==> src/rtl/irq_ctrl_pkg.sv <==
`default_nettype none
// ============================================================================
// Module      : irq_ctrl_pkg
// Description : Shared register map, channel encodings and default channel
//               count for the interrupt front-end.
// Revision    : 1.0 - initial release
// ============================================================================
package irq_ctrl_pkg;

    // Width of the CPU control unit irq vector; the front-end defaults to it.
    localparam int CPU_IRQ_CH = 8;
    localparam int IRQ_CH     = CPU_IRQ_CH;

    localparam int IRQ_DATA_W = 32;
    localparam int IRQ_ADDR_W = 2;

    typedef enum logic [IRQ_ADDR_W-1:0] {
        IRQ_ADDR_PEND = 2'd0,
        IRQ_ADDR_MODE = 2'd1,
        IRQ_ADDR_POL  = 2'd2,
        IRQ_ADDR_RAW  = 2'd3
    } irq_addr_e;

    localparam logic IRQ_MODE_LEVEL = 1'b0;
    localparam logic IRQ_MODE_EDGE  = 1'b1;
    localparam logic IRQ_POL_HIGH   = 1'b0;
    localparam logic IRQ_POL_LOW    = 1'b1;

endpackage
`default_nettype wire

==> src/rtl/irq_ctrl_if.sv <==
`default_nettype none
// ============================================================================
// Module      : irq_ctrl_if
// Description : Single-cycle request / registered-ack register access port.
// Revision    : 1.0 - initial release
// ============================================================================
interface irq_ctrl_if;
    import irq_ctrl_pkg::*;

    logic                  req;
    logic                  we;
    logic [IRQ_ADDR_W-1:0] addr;
    logic [IRQ_DATA_W-1:0] wdata;
    logic [IRQ_DATA_W-1:0] rdata;
    logic                  ack;

    modport master (
        output req,
        output we,
        output addr,
        output wdata,
        input  rdata,
        input  ack
    );

    modport slave (
        input  req,
        input  we,
        input  addr,
        input  wdata,
        output rdata,
        output ack
    );

endinterface
`default_nettype wire

==> src/rtl/irq_sync.sv <==
`default_nettype none
// ============================================================================
// Module      : irq_sync
// Description : Per-bit multi-flop synchroniser for asynchronous inputs.
// Revision    : 1.0 - initial release
// ============================================================================
module irq_sync #(
    parameter int WIDTH  = 8,
    parameter int STAGES = 2
) (
    input  wire logic             clk,
    input  wire logic             reset,
    input  wire logic [WIDTH-1:0] d_i,
    output logic      [WIDTH-1:0] q_o
);

    logic [STAGES-1:0][WIDTH-1:0] sync_q;

    always_ff @(posedge clk) begin
        if (reset) begin
            sync_q <= '0;
        end else begin
            sync_q[0] <= d_i;
            for (int s = 1; s < STAGES; s++) begin
                sync_q[s] <= sync_q[s-1];
            end
        end
    end

    assign q_o = sync_q[STAGES-1];

endmodule
`default_nettype wire

==> src/rtl/irq_ctrl.sv <==
`default_nettype none
// ============================================================================
// Module      : irq_ctrl
// Description : Interrupt front-end: synchronise, normalise polarity, latch
//               edge/level events into PEND and expose a register port.
// Revision    : 1.0 - initial release
// ============================================================================
module irq_ctrl
    import irq_ctrl_pkg::*;
#(
    parameter int CH          = IRQ_CH,
    parameter int SYNC_STAGES = 2
) (
    input  wire logic          clk,
    input  wire logic          reset,
    input  wire logic [CH-1:0] irq_in_i,
    output logic      [CH-1:0] irq_out_o,
    irq_ctrl_if.slave          bus
);

    logic [CH-1:0]         w_sync;
    logic [CH-1:0]         w_norm;
    logic [CH-1:0]         w_rise;
    logic [CH-1:0]         w_clr;
    logic [CH-1:0]         w_wdata;
    logic                  w_wr;
    logic                  w_rd;

    logic [CH-1:0]         pend_q, pend_d;
    logic [CH-1:0]         mode_q, mode_d;
    logic [CH-1:0]         pol_q,  pol_d;
    logic [CH-1:0]         prev_q, prev_d;
    logic                  ack_q,  ack_d;
    logic [IRQ_DATA_W-1:0] rdata_q, rdata_d;

    irq_sync #(
        .WIDTH  (CH),
        .STAGES (SYNC_STAGES)
    ) u_sync (
        .clk   (clk),
        .reset (reset),
        .d_i   (irq_in_i),
        .q_o   (w_sync)
    );

    assign w_norm  = w_sync ^ pol_q;
    assign w_rise  = w_norm & ~prev_q;
    assign w_wr    = bus.req &  bus.we;
    assign w_rd    = bus.req & ~bus.we;
    assign w_wdata = bus.wdata[CH-1:0];

    generate
        if (CH < IRQ_DATA_W) begin : g_wdata_hi
            logic w_unused_wdata_hi;
            assign w_unused_wdata_hi = ^bus.wdata[IRQ_DATA_W-1:CH];
        end
    endgenerate

    always_comb begin
        mode_d = mode_q;
        pol_d  = pol_q;
        w_clr  = '0;
        prev_d = w_norm;
        if (w_wr) begin
            case (irq_addr_e'(bus.addr))
                IRQ_ADDR_PEND: w_clr  = w_wdata;
                IRQ_ADDR_MODE: mode_d = w_wdata;
                IRQ_ADDR_POL: begin
                    pol_d  = w_wdata;
                    // Re-base the edge history on the new polarity so the flip is not seen as an edge.
                    prev_d = w_sync ^ w_wdata;
                end
                default: ;
            endcase
        end
    end

    // Set wins over a same-cycle W1C so a fresh edge is never lost.
    always_comb begin
        pend_d = pend_q;
        for (int i = 0; i < CH; i++) begin
            if (mode_q[i] == IRQ_MODE_EDGE) begin
                pend_d[i] = w_rise[i] | (pend_q[i] & ~w_clr[i]);
            end else begin
                pend_d[i] = w_norm[i];
            end
        end
    end

    always_comb begin
        ack_d   = bus.req;
        rdata_d = '0;
        if (w_rd) begin
            case (irq_addr_e'(bus.addr))
                IRQ_ADDR_PEND: rdata_d[CH-1:0] = pend_q;
                IRQ_ADDR_MODE: rdata_d[CH-1:0] = mode_q;
                IRQ_ADDR_POL:  rdata_d[CH-1:0] = pol_q;
                IRQ_ADDR_RAW:  rdata_d[CH-1:0] = w_norm;
                default: ;
            endcase
        end
    end

    always_ff @(posedge clk) begin
        if (reset) begin
            pend_q  <= '0;
            mode_q  <= '0;
            pol_q   <= '0;
            prev_q  <= '0;
            ack_q   <= 1'b0;
            rdata_q <= '0;
        end else begin
            pend_q  <= pend_d;
            mode_q  <= mode_d;
            pol_q   <= pol_d;
            prev_q  <= prev_d;
            ack_q   <= ack_d;
            rdata_q <= rdata_d;
        end
    end

    // An access already in flight when reset rises is not acknowledged.
    assign bus.ack   = ack_q & ~reset;
    assign bus.rdata = reset ? '0 : rdata_q;
    assign irq_out_o = pend_q;

endmodule
`default_nettype wire

==> src/flat_wrapper.sv <==
// flat-port wrapper written by rule: the top's interface ports become plain ports
module irq_ctrl_flat import irq_ctrl_pkg::*;
#(
    parameter int CH          = IRQ_CH,
    parameter int SYNC_STAGES = 2
)
  (clk, reset, irq_in_i, irq_out_o, bus_req, bus_we, bus_addr, bus_wdata, bus_rdata, bus_ack);
  irq_ctrl_if bus_i ();
  input  wire logic clk;
  input  wire logic reset;
  input  wire logic [CH-1:0] irq_in_i;
  output logic      [CH-1:0] irq_out_o;
  input wire logic [$bits(bus_i.req)-1:0] bus_req;
  input wire logic [$bits(bus_i.we)-1:0] bus_we;
  input wire logic [$bits(bus_i.addr)-1:0] bus_addr;
  input wire logic [$bits(bus_i.wdata)-1:0] bus_wdata;
  output wire logic [$bits(bus_i.rdata)-1:0] bus_rdata;
  output wire logic [$bits(bus_i.ack)-1:0] bus_ack;
  assign bus_i.req = bus_req;
  assign bus_i.we = bus_we;
  assign bus_i.addr = bus_addr;
  assign bus_i.wdata = bus_wdata;
  assign bus_rdata = bus_i.rdata;
  assign bus_ack = bus_i.ack;
  irq_ctrl #(.CH(CH), .SYNC_STAGES(SYNC_STAGES)) u_core (.clk(clk), .reset(reset), .irq_in_i(irq_in_i), .irq_out_o(irq_out_o), .bus(bus_i));
endmodule
==> config.mk <==
export PLATFORM = sky130hd
export DESIGN_NAME = irq_ctrl_flat
export DESIGN_NICKNAME = d
export VERILOG_FILES = /design/src/rtl/irq_ctrl_pkg.sv /design/src/rtl/irq_ctrl_if.sv /design/src/rtl/irq_sync.sv /design/src/rtl/irq_ctrl.sv /design/src/flat_wrapper.sv
export SDC_FILE = /design/constraint.sdc
export NUM_CORES = 1
export LEC_CHECK = 0
export CORE_UTILIZATION = 45
export DETAILED_ROUTE_END_ITERATION = 8
export PLACE_DENSITY_LB_ADDON = 0.08
export SYNTH_ARGS = -nofsm -noshare
export SYNTH_HDL_FRONTEND = slang
export SYNTH_SLANG_ARGS = --single-unit
==> constraint.sdc <==
create_clock -name clk -period 2.8 [get_ports clk]
set_input_delay 0.56 -clock clk [delete_from_list [all_inputs] [get_ports clk]]
set_output_delay 0.56 -clock clk [all_outputs]
set_load 0.02 [all_outputs]
# Word level (Yosys, flattened, before mapping)
# Index checks and enable logic that the tools add are counted.
[word_totals]
output_inout_bits = 41
regBits = 81
inputBits = 46
wordCells = 64
[op_classes]
eq_ne = 3
reduce_logical = 4
n_mux = 14
n_bitwise = 34
[ops]
columns = ["op", "count"]
rows = [
  ["two-way mux 32 bit", 1],
  ["two-way mux 8 bit", 4],
  ["one-hot mux 8 bit (4 select lines)", 1],
  ["bitwise XOR 8 bit", 2],
  ["AND 1 bit", 11],
  ["inverter 1 bit", 11],
  ["AND 8 bit", 1],
  ["two-way mux 1 bit", 8],
  ["inverter 8 bit", 1],
  ["OR 1 bit", 8],
  ["== test 2 bit, second input constant", 2],
  ["AND reduction 2 bit", 2],
  ["== test 2 x 1 -> 1 bit, second input constant", 1],
  ["logical NOT 2 bit", 1],
  ["OR reduction 2 bit", 1],
]

# Longest topological paths before layout
[depth]
depth_word = 7
ltp_mapped = 6
ltp_nobuf = 3

# Hierarchy
# A second synthesis with hierarchy kept.
[unflattened]
hier_cells = 320
area_unflattened_um2 = 2813.9
[modules_own_cells]
columns = ["mod", "seq_area_each_um2", "area_per_inst_um2", "cells_each", "n_inst"]
rows = [
  ["irq_ctrl", 820.8, 2289.7, 279, 1],
  ["irq_sync", 320.3, 524.3, 41, 1],
]

# Worst setup path after synthesis
# No wires, ideal clock.
[synth_timing]
kind = "input to output"
from = "input reset"
to = "output bus_ack"
t_required_ns = 2.240
path_buffers = 2
arrival_ns = 1.232
stages = 3
setup_slack_ns = 1.008
path_cell_list = "buf_2 > clkbuf_1 > nor2b_1"
[synth_via]
elab_chain_len = 2
[synth_lines]
columns = ["item", "line", "source"]
rows = [
  ["from (decl)", "flat_wrapper.sv:10", "input wire logic reset;"],
  ["inverter 1 bit", "irq_ctrl.sv:123", "assign bus.ack = ack_q & ~reset;"],
  ["AND 1 bit", "irq_ctrl.sv:123", ""],
  ["to (decl)", "flat_wrapper.sv:18", "output wire logic [$bits(bus_i.ack)-1:0] bus_ack;"],
]
# No other way between the ends.

# Worst setup path after layout
[layout_timing]
from = "input reset"
to = "output bus_rdata[0]"
[layout_via]
elab_chain_len = 1
[layout_lines]
columns = ["item", "line", "source"]
rows = [
  ["two-way mux 32 bit", "irq_ctrl.sv:124", "assign bus.rdata = reset ? '0 : rdata_q;"],
  ["to (decl)", "flat_wrapper.sv:17", "output wire logic [$bits(bus_i.rdata)-1:0] bus_rdata;"],
]
# No other way between the ends.

==> metrics.txt <==
post-synthesis xor/xnor area fraction=between 2 and 3%; Critical Path End Type=primary output; pin count of the biggest net entering global routing=46; Initial Util=a little under half; post-layout util=a little under three fifths; PortBufs=38; HP Class=reg -> reg; unrepaired setup endpoints after global routing=no; Synth Area in Adders=0%; root buf cell=clkbuf_8; RD Place Congestion=roughly 0.74; syn avg cell area=slightly below 9 µm²; final worst-path cycle share=approximately three quarters; most frequent cells in the layout=dfxtp_1, nand2_1, clkdlybuf4s50_1; global router's overall resource usage=about 17%; mux share of post-synthesis cell area=under 10%; DRC violations left=0; total core area=about 5600 µm²; synthesized area=between 2000 and 3000 µm²; CP cell instances=buf_2 -> nor2b_1 -> clkdlybuf4s50_1; via count=slightly above 2k; Setup TNS Final=0 ns; Nets=a little under 400; Fmax=about 0.47 GHz; layout cell share with drive strength beyond 1=6.86%; CTS Sinks=57; Vias per Instance=around 4.8; hpwl dp=~3.3 mm; Max IR drop VDD=between 0.2 and 0.3 mV; chip width=about 79 µm; fin area=around 3200 µm²; CTS tree=built; postcts setup bufs=0; H-tree levels=3; LEAKAGE=around 1.3 nW; Synth Area in Compound Gates=between 10% and 20%; endpoints failing hold=0; Yosys Warn Count=0; Max-Cap Viols=0; Worst EP arrival=approximately 1.6 ns; placement-stage cell area=3040 µm²; Post-Syn Instances=~300; worst skew pair latency=around 0.32 ns; PD cells=between 500 and 600 nW/µm²; Synth cell types=25; first-pass GRT wire length=just over 8 mm; slowest cell delay on critical path=0.61 ns; WL/cell=~12 µm; DP Cell Count=407; GRT overflow=0; drt first pass iters=4; CTS resizes=0; P&R area growth vs syn=19.9%; total wire length=roughly 4.9 mm; commonest non-fill, non-tap cell in the layout=dfxtp_1; Startpoint Class=input port; Clock transition at path regs=0.06 ns; Final setup violation count=0; Setup Skew=between 0.006 and 0.007 ns; synthesized flop and latch total=57; Final Non-Filler Cells=between 400 and 500; Simple-Gate Fraction of Synth Area=26.0%; hold_buf cts=0; antenna fix cells=0; top cell type's share of synthesized area=a little over two fifths; Num CTS Buffers=9; vias in the first global route=around 1.7k; die area=6310 µm²; IO Count=87; post-synthesis sequential area ratio=42.3%; max-slew violation count=0; Core Rows=27; post-route minimum period=2.11 ns; clock buffer depth=2; Die Y=just under 80 µm; leading post-synthesis cells by cell area=dfxtp_1, nor2b_1, buf_4; CP max stage cell=clkdlybuf4s50_1; largest family of logic cells by synthesized area=simple AND/OR/NAND/NOR gates; worst-path fanout max=19; status=finished clean; worst path required time=between 2 and 2.5 ns; critical setup path kind=in -> out; initial drt markers=approximately 110; leading area contributor after synthesis=dfxtp_1; initial antenna violation count=0; antenna violation net count after detailed routing=0
## registers in the layout (all words and copies together), names as in the netlist
| register | flops |
|---|---|
| u_core.irq_out_o | 8 |
| u_core.mode_q | 8 |
| u_core.pol_q | 8 |
| u_core.prev_q | 8 |
| u_core.rdata_q | 8 |
| u_core.u_sync.q_o | 8 |
| u_core.u_sync.sync_q | 8 |
| u_core.ack_q | 1 |
## final cells by class
class	instances	area (µm²)
Clock buffer	12	155
Clock inverter	3	40.0
Timing Repair Buffer	47	443
Multi-Input combinational cell	231	1360
Fill cell	530	2410
Tap cell	72	90.1
Sequential cell	57	1140
## worst paths after layout
kind	start	to	slack [ns]	depth (start not counted)
max reg2reg	u_core.pol_q[7]$_SDFFE_PP0P_	u_core.prev_q[7]$_SDFF_PP0_	1.78	2
max	reset	bus_rdata[0]	0.69	3
min reg2reg	u_core.u_sync.sync_q[0]$_SDFF_PP0_	u_core.u_sync.q_o[0]$_SDFF_PP0_	0.44	1
min	u_core.u_sync.sync_q[0]$_SDFF_PP0_	u_core.u_sync.q_o[0]$_SDFF_PP0_	0.44	1
## Yosys cell counts
library cell / n
nor2_1: 8
a211oi_1: 23
nand2b_1: 15
buf_2: 6
a21oi_1: 16
nor2b_1: 34
nor3b_1: 16
buf_4: 26
clkbuf_1: 10
o21ai_0: 8
dfxtp_1: 57
and4b_1: 2
buf_6: 1
xor2_1: 8
conb_1: 1
nor4bb_1: 1
mux2i_1: 8
nand4b_1: 1
a21o_1: 7
or4b_1: 2
nand3_1: 1
o211ai_1: 1
a211o_1: 8
buf_1: 1
nand2_1: 48
## routing by layer
metal / track usage, % / up-vias / part of all wire (%)
met3: 3.66 / 9 / 3.9
met1: 22.4 / 902 / 51
met4: 9.27 / 0 / 1.7
met2: 26.2 / 55 / 44
li1: - / 1078 / -
met5: 0 / - / 0
## kinds of logic after synthesis
kind of cell / Yosys count
compound gates: 63
xor+xnor: 8
buf+inv: 44
flops: 57
mux: 8
other cells: 1
simple gates: 128
## through the flow
| stage | setup slack, ns | hold slack [ns] | total power [mW] |
|---|---|---|---|
| 3_5_place_dp | 0.518 | 0.426 | 1.06 |
| 2_1_floorplan | 1.01 | 0.414 | 1.02 |
| 3_3_place_gp | 0.560 | 0.416 | 1.06 |
| 6_report | 0.690 | 0.435 | 1.80 |
| 4_1_cts | 0.669 | 0.440 | 1.82 |
| 5_1_grt | 0.582 | 0.457 | 1.88 |
## critical path, delay by kind of cell
| family | cells | cell delay (ns) |
|---|---|---|
| and+or+nand+nor | 1 | 0.16 |
| buffers and inverters | 2 | 0.82 |
## power breakdown
group / leakage, nW / internal, mW / switching (mW)
registers: 0.466 / 0.840 / 0.0160
logic: 0.713 / 0.0803 / 0.108
clock network: 0.102 / 0.452 / 0.300
total: 1.28 / 1.37 / 0.425
Note: power is estimated with default switching activity, not from simulation.
